--- config.mk ---
export PLATFORM = sky130hd
export DESIGN_NAME = dac_spi_mixer
export DESIGN_NICKNAME = d
export VERILOG_FILES = /design/src/rtl/synth_pkg.sv /design/src/rtl/sample_tick_gen.sv /design/src/rtl/dac_spi_mixer.sv
export SDC_FILE = /design/constraint.sdc
export NUM_CORES = 1
export LEC_CHECK = 0
export ABC_AREA = 1
export BUFFER_PORTS_ARGS = -buffer_cell sky130_fd_sc_hd__buf_4
export CORE_MARGIN = 2
export CORE_UTILIZATION = 50
export CTS_BUF_LIST = sky130_fd_sc_hd__clkbuf_4 sky130_fd_sc_hd__clkbuf_8 sky130_fd_sc_hd__clkbuf_16
export DETAILED_ROUTE_END_ITERATION = 7
export GPL_ROUTABILITY_DRIVEN = 0
export PLACE_DENSITY = 0.7
export SLEW_MARGIN = 30
export SYNTH_ARGS = -nofsm -noshare
export SYNTH_HDL_FRONTEND = slang
export SYNTH_HIERARCHICAL = 1
export SYNTH_SLANG_ARGS = --single-unit
--- constraint.sdc ---
create_clock -name clk -period 2.7 [get_ports clk]
set_clock_uncertainty 0.1 [all_clocks]
set_input_delay 0.405 -clock clk [delete_from_list [all_inputs] [get_ports clk]]
set_output_delay 0.405 -clock clk [all_outputs]
set_load 0.005 [all_outputs]
--- src/rtl/synth_pkg.sv ---
// Shared DAC frame constants and the SPI transmit state encoding for the
// synthesizer output path.
package synth_pkg;

  localparam int DAC_FRAME_W = 16;
  localparam int DAC_DATA_W  = 12;

  // Bit positions inside the 4-bit MCP4921 config nibble
  localparam int DAC_CFG_AB_BIT     = 3;
  localparam int DAC_CFG_BUF_BIT    = 2;
  localparam int DAC_CFG_GA_N_BIT   = 1;
  localparam int DAC_CFG_SHDN_N_BIT = 0;

  localparam logic [3:0] DAC_CFG_CH_A_1X = 4'((1 << DAC_CFG_GA_N_BIT) | (1 << DAC_CFG_SHDN_N_BIT));

  typedef enum logic [2:0] {
    IDLE     = 3'd0,
    SETUP    = 3'd1,
    SHIFT_HI = 3'd2,
    SHIFT_LO = 3'd3,
    HOLD     = 3'd4,
    LATCH    = 3'd5
  } dac_state_t;

endpackage

--- src/rtl/sample_tick_gen.sv ---
// Free-running divider producing a one-cycle tick every DIV+1 clocks.
module sample_tick_gen #(
  parameter int DIV = 249
) (
  input  logic clk,
  input  logic rst,
  output logic tick
);

  localparam int CW = $clog2(DIV + 2);

  logic [CW-1:0] cnt_q;

  always_ff @(posedge clk or negedge rst) begin
    if (!rst) begin
      cnt_q <= '0;
    end else if (cnt_q == CW'(DIV)) begin
      cnt_q <= '0;
    end else begin
      cnt_q <= cnt_q + CW'(1);
    end
  end

  assign tick = (cnt_q == CW'(DIV));

endmodule

--- src/rtl/dac_spi_mixer.sv ---
// Mixes two 11-bit channels into one 12-bit sample per sample tick and ships
// it to an MCP4921-class DAC as a 16-bit SPI write followed by an LDAC pulse.
module dac_spi_mixer
  import synth_pkg::*;
#(
  parameter int         SCLK_DIV   = 3,
  parameter int         SAMPLE_DIV = 249,
  parameter logic [3:0] DAC_CFG    = DAC_CFG_CH_A_1X
) (
  input  logic        clk,
  input  logic        rst,
  input  logic        ena,
  input  logic        mute,
  input  logic [10:0] ch_a,
  input  logic [10:0] ch_b,
  output logic        dac_cs_n,
  output logic        dac_sclk,
  output logic        dac_mosi,
  output logic        dac_ldac_n,
  output logic        busy,
  output logic        overrun
);

  localparam int HW = $clog2(SCLK_DIV + 2);

  if (SAMPLE_DIV + 1 < 35 * (SCLK_DIV + 1)) begin : g_rate_check
    $error("dac_spi_mixer: sample period shorter than one 35-half-period DAC frame");
  end

  function automatic logic [DAC_DATA_W-1:0] mix_sample(input logic [10:0] a,
                                                      input logic [10:0] b,
                                                      input logic        m);
    // Two 11-bit operands cannot exceed 4094, so the 12-bit sum never wraps
    return m ? '0 : ({1'b0, a} + {1'b0, b});
  endfunction

  dac_state_t                 state_q, state_d;
  logic [HW-1:0]              hcnt_q, hcnt_d;
  logic [4:0]                 bit_q, bit_d;
  logic [DAC_FRAME_W-1:0]     frame_p0, frame_d;
  logic                       tick, capture, half_done;
  logic                       cs_n_d, sclk_d, mosi_d, ldac_n_d, busy_d, overrun_d;

  sample_tick_gen #(.DIV(SAMPLE_DIV)) u_tick (
    .clk  (clk),
    .rst  (rst),
    .tick (tick)
  );

  assign half_done = (hcnt_q == HW'(SCLK_DIV));
  assign frame_d   = capture ? {DAC_CFG, mix_sample(ch_a, ch_b, mute)} : frame_p0;
  assign overrun_d = overrun | (tick && (state_q != IDLE));

  // Next-state: bit_q is the index of the bit currently presented on MOSI
  always_comb begin
    state_d = state_q;
    hcnt_d  = hcnt_q;
    bit_d   = bit_q;
    capture = 1'b0;
    if (state_q == IDLE) begin
      hcnt_d = '0;
      bit_d  = '0;
      if (tick && ena) begin
        capture = 1'b1;
        state_d = SETUP;
      end
    end else if (half_done) begin
      hcnt_d = '0;
      case (state_q)
        SETUP:    state_d = SHIFT_HI;
        SHIFT_HI: begin
          state_d = SHIFT_LO;
          bit_d   = bit_q + 5'd1;
        end
        SHIFT_LO: state_d = (bit_q == 5'd16) ? HOLD : SHIFT_HI;
        HOLD:     state_d = LATCH;
        default:  state_d = IDLE;
      endcase
    end else begin
      hcnt_d = hcnt_q + HW'(1);
    end
  end

  // Outputs decoded from the next state so the registered pins line up with it
  always_comb begin
    cs_n_d   = 1'b1;
    sclk_d   = 1'b0;
    mosi_d   = 1'b0;
    ldac_n_d = 1'b1;
    busy_d   = (state_d != IDLE);
    case (state_d)
      SETUP, SHIFT_HI, SHIFT_LO: begin
        cs_n_d = 1'b0;
        sclk_d = (state_d == SHIFT_HI);
        mosi_d = bit_d[4] ? 1'b0 : frame_d[~bit_d[3:0]];
      end
      LATCH:   ldac_n_d = 1'b0;
      default: ;
    endcase
  end

  always_ff @(posedge clk or negedge rst) begin
    if (!rst) begin
      state_q <= IDLE;
      hcnt_q  <= '0;
      bit_q   <= '0;
      overrun <= 1'b0;
    end else begin
      state_q <= state_d;
      hcnt_q  <= hcnt_d;
      bit_q   <= bit_d;
      overrun <= overrun_d;
    end
  end

  always_ff @(posedge clk or negedge rst) begin
    if (!rst) begin
      dac_cs_n   <= 1'b1;
      dac_sclk   <= 1'b0;
      dac_mosi   <= 1'b0;
      dac_ldac_n <= 1'b1;
      busy       <= 1'b0;
    end else begin
      dac_cs_n   <= cs_n_d;
      dac_sclk   <= sclk_d;
      dac_mosi   <= mosi_d;
      dac_ldac_n <= ldac_n_d;
      busy       <= busy_d;
    end
  end

  // Frame data register: only meaningful while busy, so it carries no reset
  always_ff @(posedge clk) begin
    frame_p0 <= frame_d;
  end

endmodule

==> summary.md, run 1 <==
| Metric | Value |
|---|---|
| Global Route Usage Sum | `0.194` |
| Critical Path End Type | `flop` |
| Pwr per Cell Area | `410 nW/um^2` |
| Area leader, netlist | `dfrtp_1` |
| Crit-path max FO | `12` |
| Die boundary width | `76.0 um` |
| Unique masters post-synth | `34` |
| Multi-input gate area | `1400 um^2` |
| Drt total wl | `5110 um` |
| Synth async-reset ratio | `0.610` |
| Synthesized flop and latch total | `41` |
| CP Cell Sequence | `inv_1, ha_1, nand2_1, nor2_2, nand2_4, inv_6, nand2_1, inv_1, nand3_4, nor2_4, nand3_1, nand2_2, a21oi_1, a21oi_1, nand2_1, nand2_1, nand2_1, nor2_1` |
| Top-count cell post-synth | `nand2_1` |
| Peak supply drop | `418 uV` |
| Synth-to-Final Area Change | `18.2%` |
| Core area | `5040 um^2` |
| Met2 GRT Util | `0.300` |
| Total negative setup slack | `0 ns` |
| Worst relative slew slack | `0.770` |
| Ant diodes | `0` |
| DP HPWL | `4010 um` |
| CTS tree | `done` |
| Row Count | `26` |
| CP top delay family | `simple AND/OR/NAND/NOR gates` |
| Crit path time final | `2.39 ns` |
| Via count | `2,294` |
| Skew-Pair Late Insertion Delay | `0.29 ns` |
| Final Max Tran Viols | `0` |
| Outcome | `completed` |
| Top post-synthesis cells by area | `dfrtp_1 (22%), nand2_1 (18%), dfxtp_1 (12%), inv_1 (7.8%), ha_1 (7.7%)` |
| Clk slew on worst S/H paths | `0.07 ns` |
| Slowest stage delay, CP | `0.38 ns` |
| EDFF count, synth | `0` |
| Post-DP Area | `2900 um^2` |
| First-pass GRT wire length | `9240 um` |
| Number of global-route vias before repair | `2,120` |
| Io pins | `32` |
| Fin. Hold Viols | `0` |
| Starting density of the core | `0.515` |
| Setup violators final | `0` |
| Vias per cell | `4.74` |
| Most used cell along the critical path | `nand2_1` |
| Routed length per instance | `10.5 um` |
| Die area | `5780 um^2` |
| Post-Syn Area | `2590 um^2` |
| Min-Delay Path Class | `flop to flop` |
| Tcrit/Tclk final | `0.884` |
| Worst setup path class | `flop to flop` |
| Cells after synthesis | `370` |
| Starting DRT DRC Count | `115` |
| CTS H-Tree Depth | `2` |
| Synth cell count leaders | `nand2_1 (123), inv_1 (54), nand3_1 (33)` |
| Ys flop type | `dfrtp_1` |
| Synth Warn # | `6` |
| Register area share after synthesis | `0.365` |
| Max_cap viols | `0` |
| Largest net degree at the start of global routing | `26` |
| FF+latch area | `948 um^2` |
| PostCTS Resize Cnt | `0` |
| Nets | `456` |
| GR Overflow Total | `0` |
| CP Data Required Time | `2.83 ns` |
| Total power | `1.26 mW` |
| Initial antenna violation count | `0` |
| Critical path buffers and inverters | `3` |
| Antenna Nets Post-Route | `0` |
| Met3 usage | `0.0415` |
| Post-Syn Area per Cell | `7.01 um^2` |
| Most Crowded Layer GR | `met2` |
| CP max-delay cell | `dfrtp_1` |
| Ratio of cells with drive above 1 in the final layout | `0.198` |
| TritonRoute pass-1 iters | `4` |
| Final instance area | `3070 um^2` |
| Measured slew at the worst slew-check pin | `0.343 ns` |
| Chip height | `76.0 um` |
| PortBufs | `31` |
| Total CTS buffers | `5` |
| Max Freq | `0.419 GHz` |
| Final Util | `0.608` |
| Global routing usage on met1 | `0.277` |
| Clk sinks | `41` |
| Clk root buf | `clkbuf_8` |
| Drt drc | `0` |
| WP data arrival | `2.51 ns` |
| Leak Pwr | `1.65 nW` |
| Clk buf depth | `2` |
| CP startpoint kind | `flop` |
| Mapped Nets | `413` |
| Synth top area share | `0.222` |
| RSZ-0062 raised after global routing | `no` |
| Fillcell total | `471` |
## report_power, final
group | internal, mW | switching [mW] | total, mW | leakage, nW
clock network | 0.274 | 0.205 | 0.480 | 0.0601
logic | 0.0699 | 0.0973 | 0.167 | 1.13
registers | 0.610 | 0 | 0.610 | 0.457
## worst register-to-register path: stages, from the launching register on
cell,delay (ns)
dfrtp_1,0.38
inv_1,0.13
ha_1,0.16
nand2_1,0.06
nor2_2,0.12
nand2_4,0.09
inv_6,0.09
nand2_1,0.06
inv_1,0.08
nand3_4,0.16
nor2_4,0.24
nand3_1,0.12
nand2_2,0.08
a21oi_1,0.06
a21oi_1,0.15
nand2_1,0.06
nand2_1,0.05
nand2_1,0.04
nor2_1,0.09
## through the flow
stage	hold slack (ns)	setup slack, ns	std cells
after floorplan	0.00941	0.572	370
after global placement	0.225	0.252	469
after detailed placement	0.226	0.211	469
after CTS	0.312	0.184	478
after global routing	0.363	0.0183	484
final	0.338	0.314	484
## cells in the final DEF (no fill, tap or decap), types with 2 or more instances in the layout
master and instances:
ha_1 16, nand2_2 8, o21ai_0 3, clkbuf_8 6, dfxtp_1 16, a21oi_1 13
inv_1 54, nor2_4 5, o21ai_1 5, dfstp_2 2, nand4_1 4, nand3_4 2
inv_2 4, nor3_1 4, dfrtp_1 23, or2_2 3, nor2_1 30, nor2_2 8
nand2_1 123, buf_4 36, nand3_1 33
## final timing paths
kind	depth (start not counted)	startpoint	slack, ns	to
worst max-delay path	18	u_tick/cnt_q[1]$_DFF_PN0_	0.31	dac_mosi$_DFF_PN0_
worst min-delay path	2	frame_p0[14]$_DFF_P_	0.34	frame_p0[14]$_DFF_P_
worst max register to register	18	u_tick/cnt_q[1]$_DFF_PN0_	0.31	dac_mosi$_DFF_PN0_
worst min register to register	2	frame_p0[14]$_DFF_P_	0.34	frame_p0[14]$_DFF_P_
max in group asynchronous	2	rst	1.76	dac_ldac_n$_DFF_PN1_
min in group asynchronous	2	rst	0.45	u_tick/cnt_q[6]$_DFF_PN0_
## sequential cells by signal, summed over array words and instances (netlist names)
signal / cells
busy: 1
overrun: 1
dac_cs_n: 1
u_tick/cnt_q: 8
dac_ldac_n: 1
hcnt_q: 3
frame_p0: 16
dac_sclk: 1
dac_mosi: 1
bit_q: 5
state_q: 3
## per-layer routing
metal | up-vias | wire length [um] | part of all wire
li1 | 1242 | - | -
met1 | 1011 | 2560 | 0.50
met2 | 35 | 2250 | 0.44
met3 | 6 | 243 | 0.048
met4 | 0 | 56 | 0.011
met5 | - | 0 | 0
## what timing repair did
item / CTS / global route
hold buffers: 1 / 0
setup endpoints to repair: 0 / 1
setup buffers: 0 / 5
endpoints found under the hold margin: 23 / 0
## cells by family after synthesis
logic type | after synthesis | synth area share
AO/OA/AOI/OAI | 26 | 0.0559
XOR/XNOR | 1 | 0.00338
adder cells (fa/ha/maj) | 17 | 0.0849
buffers and inverters | 62 | 0.0959
flip-flops | 41 | 0.365
AND/OR/NAND/NOR | 223 | 0.394
## final cells by class
| cell class | count | share of cell area |
|---|---|---|
| Timing Repair Buffer | 37 | 0.0914 |
| Inverter | 60 | 0.0759 |
| Multi-Input combinational cell | 268 | 0.458 |
| Tap cell | 70 | 0.0285 |
| Sequential cell | 41 | 0.309 |
| Clock buffer | 8 | 0.0375 |
Power figures use the tool's default switching activity.
==> run 2: changes to the inputs <==
--- a/config.mk
+++ b/config.mk
@@ -12,7 +12,7 @@
 export CTS_BUF_LIST = sky130_fd_sc_hd__clkbuf_4 sky130_fd_sc_hd__clkbuf_8 sky130_fd_sc_hd__clkbuf_16
 export DETAILED_ROUTE_END_ITERATION = 7
 export GPL_ROUTABILITY_DRIVEN = 0
-export PLACE_DENSITY = 0.7
+export PLACE_DENSITY = 0.76
 export SLEW_MARGIN = 30
 export SYNTH_ARGS = -nofsm -noshare
 export SYNTH_HDL_FRONTEND = slang
==> run 2 against run 1 <==
Effect of this change: clock-buffer cell count is 1 lower; register-to-register slack worse by 0.03 ns; sequential power hardly changed; routed wire length rose by 5.1%; utilization grew 0.60 points; sequential cell count unchanged; via count grew 2.6%; highest routed layer unchanged.
==> summary.md, run 2 (synthesis gave the netlist of run 1 again) <==
| Metric | Value |
|---|---|
| Worst setup path class | `flop to flop` |
| Setup ws final | `0.288 ns (-0.0265 ns)` |
| Total CTS buffers | `5 (unchanged)` |
| Outcome | `completed` |
| Seq pwr share | `0.472 (-0.013)` |
| Max_cap viols | `0 (unchanged)` |
| Initial antenna violation count | `0 (unchanged)` |
| Via count | `2,353 (+2.6%)` |
| CP Data Required Time | `2.82 ns (about the same)` |
| Tcrit/Tclk final | `0.894 (+0.00980)` |
| Top Registers | `frame_p0: 16 flops, u_tick/cnt_q: 8 flops, bit_q: 5 flops` |
| Critical Path End Type | `flop` |
| Starting DRT DRC Count | `133 (+16%)` |
| Starting density of the core | `0.515 (unchanged)` |
| Crit-path max FO | `7 (-5)` |
| Largest register FFs | `16 (unchanged)` |
| CP startpoint kind | `flop` |
| Core area | `5040 um^2 (unchanged)` |
| Most frequent cells in the layout | `nand2_1 (123), inv_1 (52), buf_4 (38)` |
| Io pins | `32 (unchanged)` |
| Global Route Usage Sum | `0.187 (-0.00712)` |
| Net Sw Frac | `0.233 (-0.00779)` |
| Comb pwr share | `0.131 (-0.002)` |
| Ratio of cells with drive above 1 in the final layout | `0.209 (+0.0106)` |
| PortBufs | `31 (unchanged)` |
| Clk buf depth | `2 (unchanged)` |
| First-pass GRT wire length | `9090 um (-1.6%)` |
| Die area | `5780 um^2 (unchanged)` |
| Clk sinks | `41 (unchanged)` |
| Pre-CTS WS | `0.202 ns (-0.00879 ns)` |
| Largest net degree at the start of global routing | `26 (unchanged)` |
| Measured slew at the worst slew-check pin | `0.320 ns (-0.0230 ns)` |
| Final Non-Filler Cells | `487 (+0.62%)` |
| Fin. Hold Viols | `0 (unchanged)` |
| Clk slew on worst S/H paths | `0.08 ns (about the same)` |
| Synth-to-Final Area Change | `19.4%` |
| Max Freq | `0.415 GHz (-1.1%)` |
| TritonRoute pass-1 iters | `4 (unchanged)` |
| Clk pwr share | `0.397 (+0.015)` |
| Antenna Nets Post-Route | `0 (unchanged)` |
| Most flops, register | `frame_p0` |
| Peak supply drop | `429 uV (+2.5%)` |
| Fin Hold WS | `0.336 ns (-0.00270 ns)` |
| Final Max Tran Viols | `0 (unchanged)` |
| Row Count | `26 (unchanged)` |
| Skew-Pair Late Insertion Delay | `0.29 ns (about the same)` |
| Int Pwr | `0.992 mW (+4.0%)` |
| Worst relative slew slack | `0.785 (+0.0154)` |
| Sw power | `0.302 mW (-0.42%)` |
| Leak Pwr | `1.66 nW (+0.61%)` |
| Vias per cell | `4.83 (+1.9%)` |
| Clk root buf | `clkbuf_8` |
| WP data arrival | `2.54 ns (+0.03 ns)` |
| GR Overflow Total | `0 (unchanged)` |
| Die boundary width | `76.0 um (unchanged)` |
| Setup violators final | `0 (unchanged)` |
| Crit path time final | `2.41 ns (+0.0265 ns)` |
| Commonest non-fill, non-tap cell in the layout | `nand2_1` |
| Min-Delay Path Class | `flop to flop` |
| Nets | `459 (+0.66%)` |
| Drt total wl | `5360 um (+5.1%)` |
| Ant diodes | `0 (unchanged)` |
| CTS H-Tree Depth | `2 (unchanged)` |
| CTS tree | `done` |
| Chip height | `76.0 um (unchanged)` |
| Pwr per Cell Area | `417 nW/um^2 (+1.9%)` |
| Drt drc | `0 (unchanged)` |
| DP Cell Count | `469 (unchanged)` |
| R2R setup slack | `0.29 ns (-0.03 ns)` |
| DP HPWL | `4040 um (+0.81%)` |
| Routed length per instance | `11.0 um (+4.4%)` |
| Number of global-route vias before repair | `2,189 (+3.3%)` |
==> run 2: final timing paths <==
check                                     startpoint  cells after the start                        end
setup / recovery           u_tick/cnt_q[1]$_DFF_PN0_                     20         dac_mosi$_DFF_PN0_
hold / removal                  frame_p0[13]$_DFF_P_                      1       frame_p0[13]$_DFF_P_
setup reg to reg           u_tick/cnt_q[1]$_DFF_PN0_                     20         dac_mosi$_DFF_PN0_
hold reg to reg                 frame_p0[13]$_DFF_P_                      1       frame_p0[13]$_DFF_P_
max in group asynchronous                        rst                      2         dac_cs_n$_DFF_PN1_
min in group asynchronous                        rst                      2  u_tick/cnt_q[5]$_DFF_PN0_
==> run 2: through the flow <==
| stage | utilization | total power, mW | cell area (um^2) | TNS, ns |
|---|---|---|---|---|
| floorplan | - | 0.727 | 2590 | 0 |
| global placement | 0.575 | 0.787 | 2900 | 0 |
| detailed placement | 0.575 | 0.788 | 2900 | 0 |
| CTS | 0.601 | 1.30 | 3030 | 0 |
| global route | 0.614 | 1.36 | 3100 | -0.00208 |
| finish | 0.614 | 1.29 | 3100 | 0 |
==> run 2: what timing repair did <==
item,CTS,global route
setup buffers,0,7
endpoints found under the setup margin,0,1
gates resized for setup,0,2
hold endpoints to repair,23,0
hold buffers,1,0
==> run 2: layer usage <==
layer,track usage,vias up,wire length (um)
met5,0,-,0
met4,0.0382,0,21
met3,0.0379,2,264
met2,0.315,48,2520
met1,0.251,1061,2560
li1,-,1242,-
==> run 2: critical path, stage by stage (launching register included) <==
cell     delay [ns]
dfrtp_1        0.40
inv_2          0.09
ha_1           0.14
nand2_1        0.06
nor2_2         0.13
nand2_4        0.09
inv_6          0.10
nand2_1        0.07
inv_2          0.09
nand3_4        0.15
nor2_2         0.26
nand3_1        0.10
nand2_1        0.09
nand2_1        0.05
nand2_1        0.06
nor2_1         0.04
nor2_1         0.10
nor2_1         0.04
nand2_1        0.05
nand2_1        0.04
nor2_1         0.09
==> run 2: power by group through the flow <==
stage / logic, mW / registers (mW) / clock network [mW]
after floorplan: 0.104 / 0.623 / 0
after global placement: 0.164 / 0.623 / 0
after detailed placement: 0.165 / 0.623 / 0
after CTS: 0.167 / 0.610 / 0.520
after global routing: 0.192 / 0.610 / 0.554
final: 0.170 / 0.610 / 0.514
==> run 2: final cells by class <==
cell class	instances	area, um^2
clock buffers	7	90.1
clock inverters	1	30.0
fillers	439	1940
inverters	60	233
multi-input cells	269	1410
flip-flops and latches	41	948
well taps	70	87.6
repair buffers	39	295
==> run 3: changes to the inputs <==
--- a/config.mk
+++ b/config.mk
@@ -5,14 +5,13 @@
 export SDC_FILE = /design/constraint.sdc
 export NUM_CORES = 1
 export LEC_CHECK = 0
-export ABC_AREA = 1
 export BUFFER_PORTS_ARGS = -buffer_cell sky130_fd_sc_hd__buf_4
 export CORE_MARGIN = 2
 export CORE_UTILIZATION = 50
 export CTS_BUF_LIST = sky130_fd_sc_hd__clkbuf_4 sky130_fd_sc_hd__clkbuf_8 sky130_fd_sc_hd__clkbuf_16
 export DETAILED_ROUTE_END_ITERATION = 7
 export GPL_ROUTABILITY_DRIVEN = 0
-export PLACE_DENSITY = 0.76
+export PLACE_DENSITY = 0.82
 export SLEW_MARGIN = 30
 export SYNTH_ARGS = -nofsm -noshare
 export SYNTH_HDL_FRONTEND = slang
==> run 3 against run 2 <==
Effect of this change: worst setup slack got worse by 0.087 ns; total power grew 2.1%; via count shrank 17%; critical endpoint unchanged; largest power group unchanged.
==> summary.md, run 3 <==
| Metric | Value |
|---|---|
| Die area | `5320 um^2 (-7.9%)` |
| PortBufs | `31 (unchanged)` |
| Min-Delay Path Class | `input pin to flop` |
| GR Overflow Total | `0 (unchanged)` |
| Nets | `334 (-27%)` |
| First-pass GRT wire length | `8400 um (-7.6%)` |
| DP HPWL | `3580 um (-11%)` |
| Tcrit/Tclk final | `0.926 (+0.0324)` |
| Top post-synthesis cells by area | `dfrtp_1 (24%), dfxtp_1 (13%), ha_1 (8.4%), nand2_1 (3.0%), nor2_1 (3.0%)` |
| Crit-path max FO | `5 (-2)` |
| TritonRoute pass-1 iters | `4 (unchanged)` |
| Max_cap viols | `0 (unchanged)` |
| Ys flop type | `dfrtp_1` |
| Vias per cell | `5.67 (+17%)` |
| CP Data Required Time | `2.78 ns (-0.04 ns)` |
| Top-count cell post-synth | `dfrtp_1` |
| Post-Syn Area per Cell | `9.51 um^2 (+36%)` |
| Critical Path End Type | `flop` |
| Postcts setup bufs | `0 (unchanged)` |
| Synth async-reset ratio | `0.610 (unchanged)` |
| Skew-Pair Late Insertion Delay | `0.30 ns (about the same)` |
| Synth-to-Final Area Change | `19.5% (about the same)` |
| Die boundary width | `73.0 um (-4.0%)` |
| Max Freq | `0.400 GHz (-3.5%)` |
| Synth cell count leaders | `dfrtp_1 (23), nand2_1 (19), nor2_1 (19)` |
| Ratio of cells with drive above 1 in the final layout | `0.236 (+0.0277)` |
| Pre-CTS WS | `0.0766 ns (-0.125 ns)` |
| Starting DRT DRC Count | `73 (-45%)` |
| Pwr per Cell Area | `465 nW/um^2 (+11%)` |
| Largest register FFs | `16 (unchanged)` |
| WP data arrival | `2.58 ns (+0.04 ns)` |
| Ant diodes | `0 (unchanged)` |
| Worst setup path class | `flop to flop` |
| Total negative setup slack | `0 ns (unchanged)` |
| Antenna Nets Post-Route | `0 (unchanged)` |
| Fillcell total | `392 (-11%)` |
| Cells after synthesis | `250 (-32%)` |
| Clk buf depth | `2 (unchanged)` |
| CTS tree | `done` |
| Post-Syn Area | `2380 um^2 (-8.3%)` |
| Measured slew at the worst slew-check pin | `0.504 ns (+0.184 ns)` |
| Fin. Hold Viols | `0 (unchanged)` |
| Final Non-Filler Cells | `346 (-29%)` |
| Synthesized flop and latch total | `41 (unchanged)` |
| Total CTS buffers | `5 (unchanged)` |
| Clk root buf | `clkbuf_8` |
| Global Route Usage Sum | `0.200 (+0.0130)` |
| Mapped Nets | `293 (-29%)` |
| Most Crowded Layer GR | `met2` |
| Largest net degree at the start of global routing | `26 (unchanged)` |
| Area leader, netlist | `dfrtp_1` |
| EDFF count, synth | `0 (unchanged)` |
| Setup violators final | `0 (unchanged)` |
| Drt drc | `0 (unchanged)` |
| Final Max Tran Viols | `0 (unchanged)` |
| Clk slew on worst S/H paths | `0.08 ns (about the same)` |
| Leak Pwr | `1.22 nW (-26%)` |
| Top Registers | `frame_p0: 16 flops, u_tick/cnt_q: 8 flops, bit_q: 5 flops` |
| Unique masters post-synth | `57 (+68%)` |
| Crit path time final | `2.50 ns (+0.0874 ns)` |
| Core area | `4660 um^2 (-7.6%)` |
| Global routing usage on met1 | `0.229 (-0.0221)` |
| Drt total wl | `4660 um (-13%)` |
| Setup ws final | `0.200 ns (-0.0874 ns)` |
| Met2 GRT Util | `0.361 (+0.0454)` |
| CTS H-Tree Depth | `2 (unchanged)` |
| Starting density of the core | `0.510 (-0.00430)` |
| Register area share after synthesis | `0.399 (+0.0333)` |
| Outcome | `completed` |
| Io pins | `32 (unchanged)` |
| Routed length per instance | `13.5 um (+22%)` |
| DP Cell Count | `337 (-28%)` |
| Synth top area share | `0.242 (+0.0202)` |
| Peak supply drop | `269 uV (-37%)` |
| Via count | `1,963 (-17%)` |
| RSZ-0062 raised after global routing | `no` |
| Worst relative slew slack | `0.661 (-0.125)` |
| Clk sinks | `41 (unchanged)` |
| CP startpoint kind | `flop` |
| Most flops, register | `frame_p0` |
| Initial antenna violation count | `0 (unchanged)` |
| Synth Warn # | `6 (unchanged)` |
| Row Count | `25 (-3.8%)` |
| Chip height | `73.0 um (-4.0%)` |
| Number of global-route vias before repair | `2,050 (-6.3%)` |
| Commonest non-fill, non-tap cell in the layout | `buf_4` |
| Most frequent cells in the layout | `buf_4 (40), dfrtp_1 (23), nor2_1 (19), nand2_1 (19)` |
| Met3 usage | `0.0401 (+0.00214)` |
## run 3: cell types whose count changed after synthesis, moves of 5 or more
cell / previous run / this run
o21ai_0: 3 / 14
o21ai_1: 5 / 0
nor3_1: 4 / 9
nand2_1: 123 / 19
nand3_1: 33 / 11
nor2_2: 7 / 0
or3_1: 0 / 6
nand2_2: 8 / 1
inv_1: 54 / 12
nor2_1: 30 / 19
mux2i_1: 0 / 6
nor2_4: 5 / 0
## run 3: area by class of cell
cell class	count	area, um^2	area share
repair buffers	41	310	0.109
well taps	54	67.6	0.0238
clock inverters	3	65.1	0.0229
flip-flops and latches	41	948	0.334
multi-input cells	189	1330	0.469
clock buffers	5	68.8	0.0242
inverters	13	48.8	0.0172
## run 3: kinds of logic (layout without fill, tap and decap cells)
kind of cell | after synthesis | count (layout) | share of synthesized area
simple gates | 99 | 99 | 0.233
compound gates | 56 | 56 | 0.162
flops | 41 | 41 | 0.399
buf+inv | 20 | 62 | 0.0447
fa+ha+maj | 17 | 17 | 0.0926
mux | 9 | 9 | 0.0395
xor+xnor | 8 | 8 | 0.0295
## run 3: stage by stage
step | utilization | hold WS, ns | power [mW] | instance area, um^2
4_1_cts | 0.608 | 0.308 | 1.33 | 2830
5_1_grt | 0.610 | 0.324 | 1.38 | 2840
3_5_place_dp | 0.577 | 0.226 | 0.753 | 2690
6_report | 0.610 | 0.314 | 1.32 | 2840
2_1_floorplan | - | 0.00941 | 0.702 | 2380
3_3_place_gp | 0.577 | 0.223 | 0.750 | 2690
## run 3: path summary, 6_finish.rpt
check | slack, ns | depth (start not counted) | start | endpoint
worst max register to register | 0.20 | 8 | hcnt_q[0]$_DFF_PN0_ | dac_mosi$_DFF_PN0_
max in group asynchronous | 1.77 | 2 | rst | dac_cs_n$_DFF_PN1_
worst min register to register | 0.35 | 2 | frame_p0[4]$_DFF_P_ | frame_p0[4]$_DFF_P_
worst min-delay path | 0.31 | 2 | mute | frame_p0[11]$_DFF_P_
worst max-delay path | 0.20 | 8 | hcnt_q[0]$_DFF_PN0_ | dac_mosi$_DFF_PN0_
min in group asynchronous | 0.44 | 2 | rst | hcnt_q[0]$_DFF_PN0_
## run 3: report_power, final
part	total (mW)	internal (mW)	switching [mW]
combinational	0.131	0.0652	0.0655
clock	0.580	0.367	0.213
sequential	0.610	0.610	0
## run 3: per-layer routing
metal  share of wire  up-vias
met1            0.44      932
li1                -      989
met2            0.51       39
met5               0        -
met4          0.0077        0
met3           0.036        3
## run 3: what timing repair did
item,CTS,global route
setup endpoints to repair,0,1
gates resized for setup,0,1
endpoints found under the hold margin,23,0
hold buffers,1,0
## run 3: critical path: stages (launching register included)
cell and delay [ns]:
dfrtp_1 0.36, ha_1 0.21, nor4b_4 0.35, nand2_2 0.17
o211ai_4 0.30, mux2_2 0.37, a31oi_1 0.21, o211ai_2 0.10
and4_1 0.20
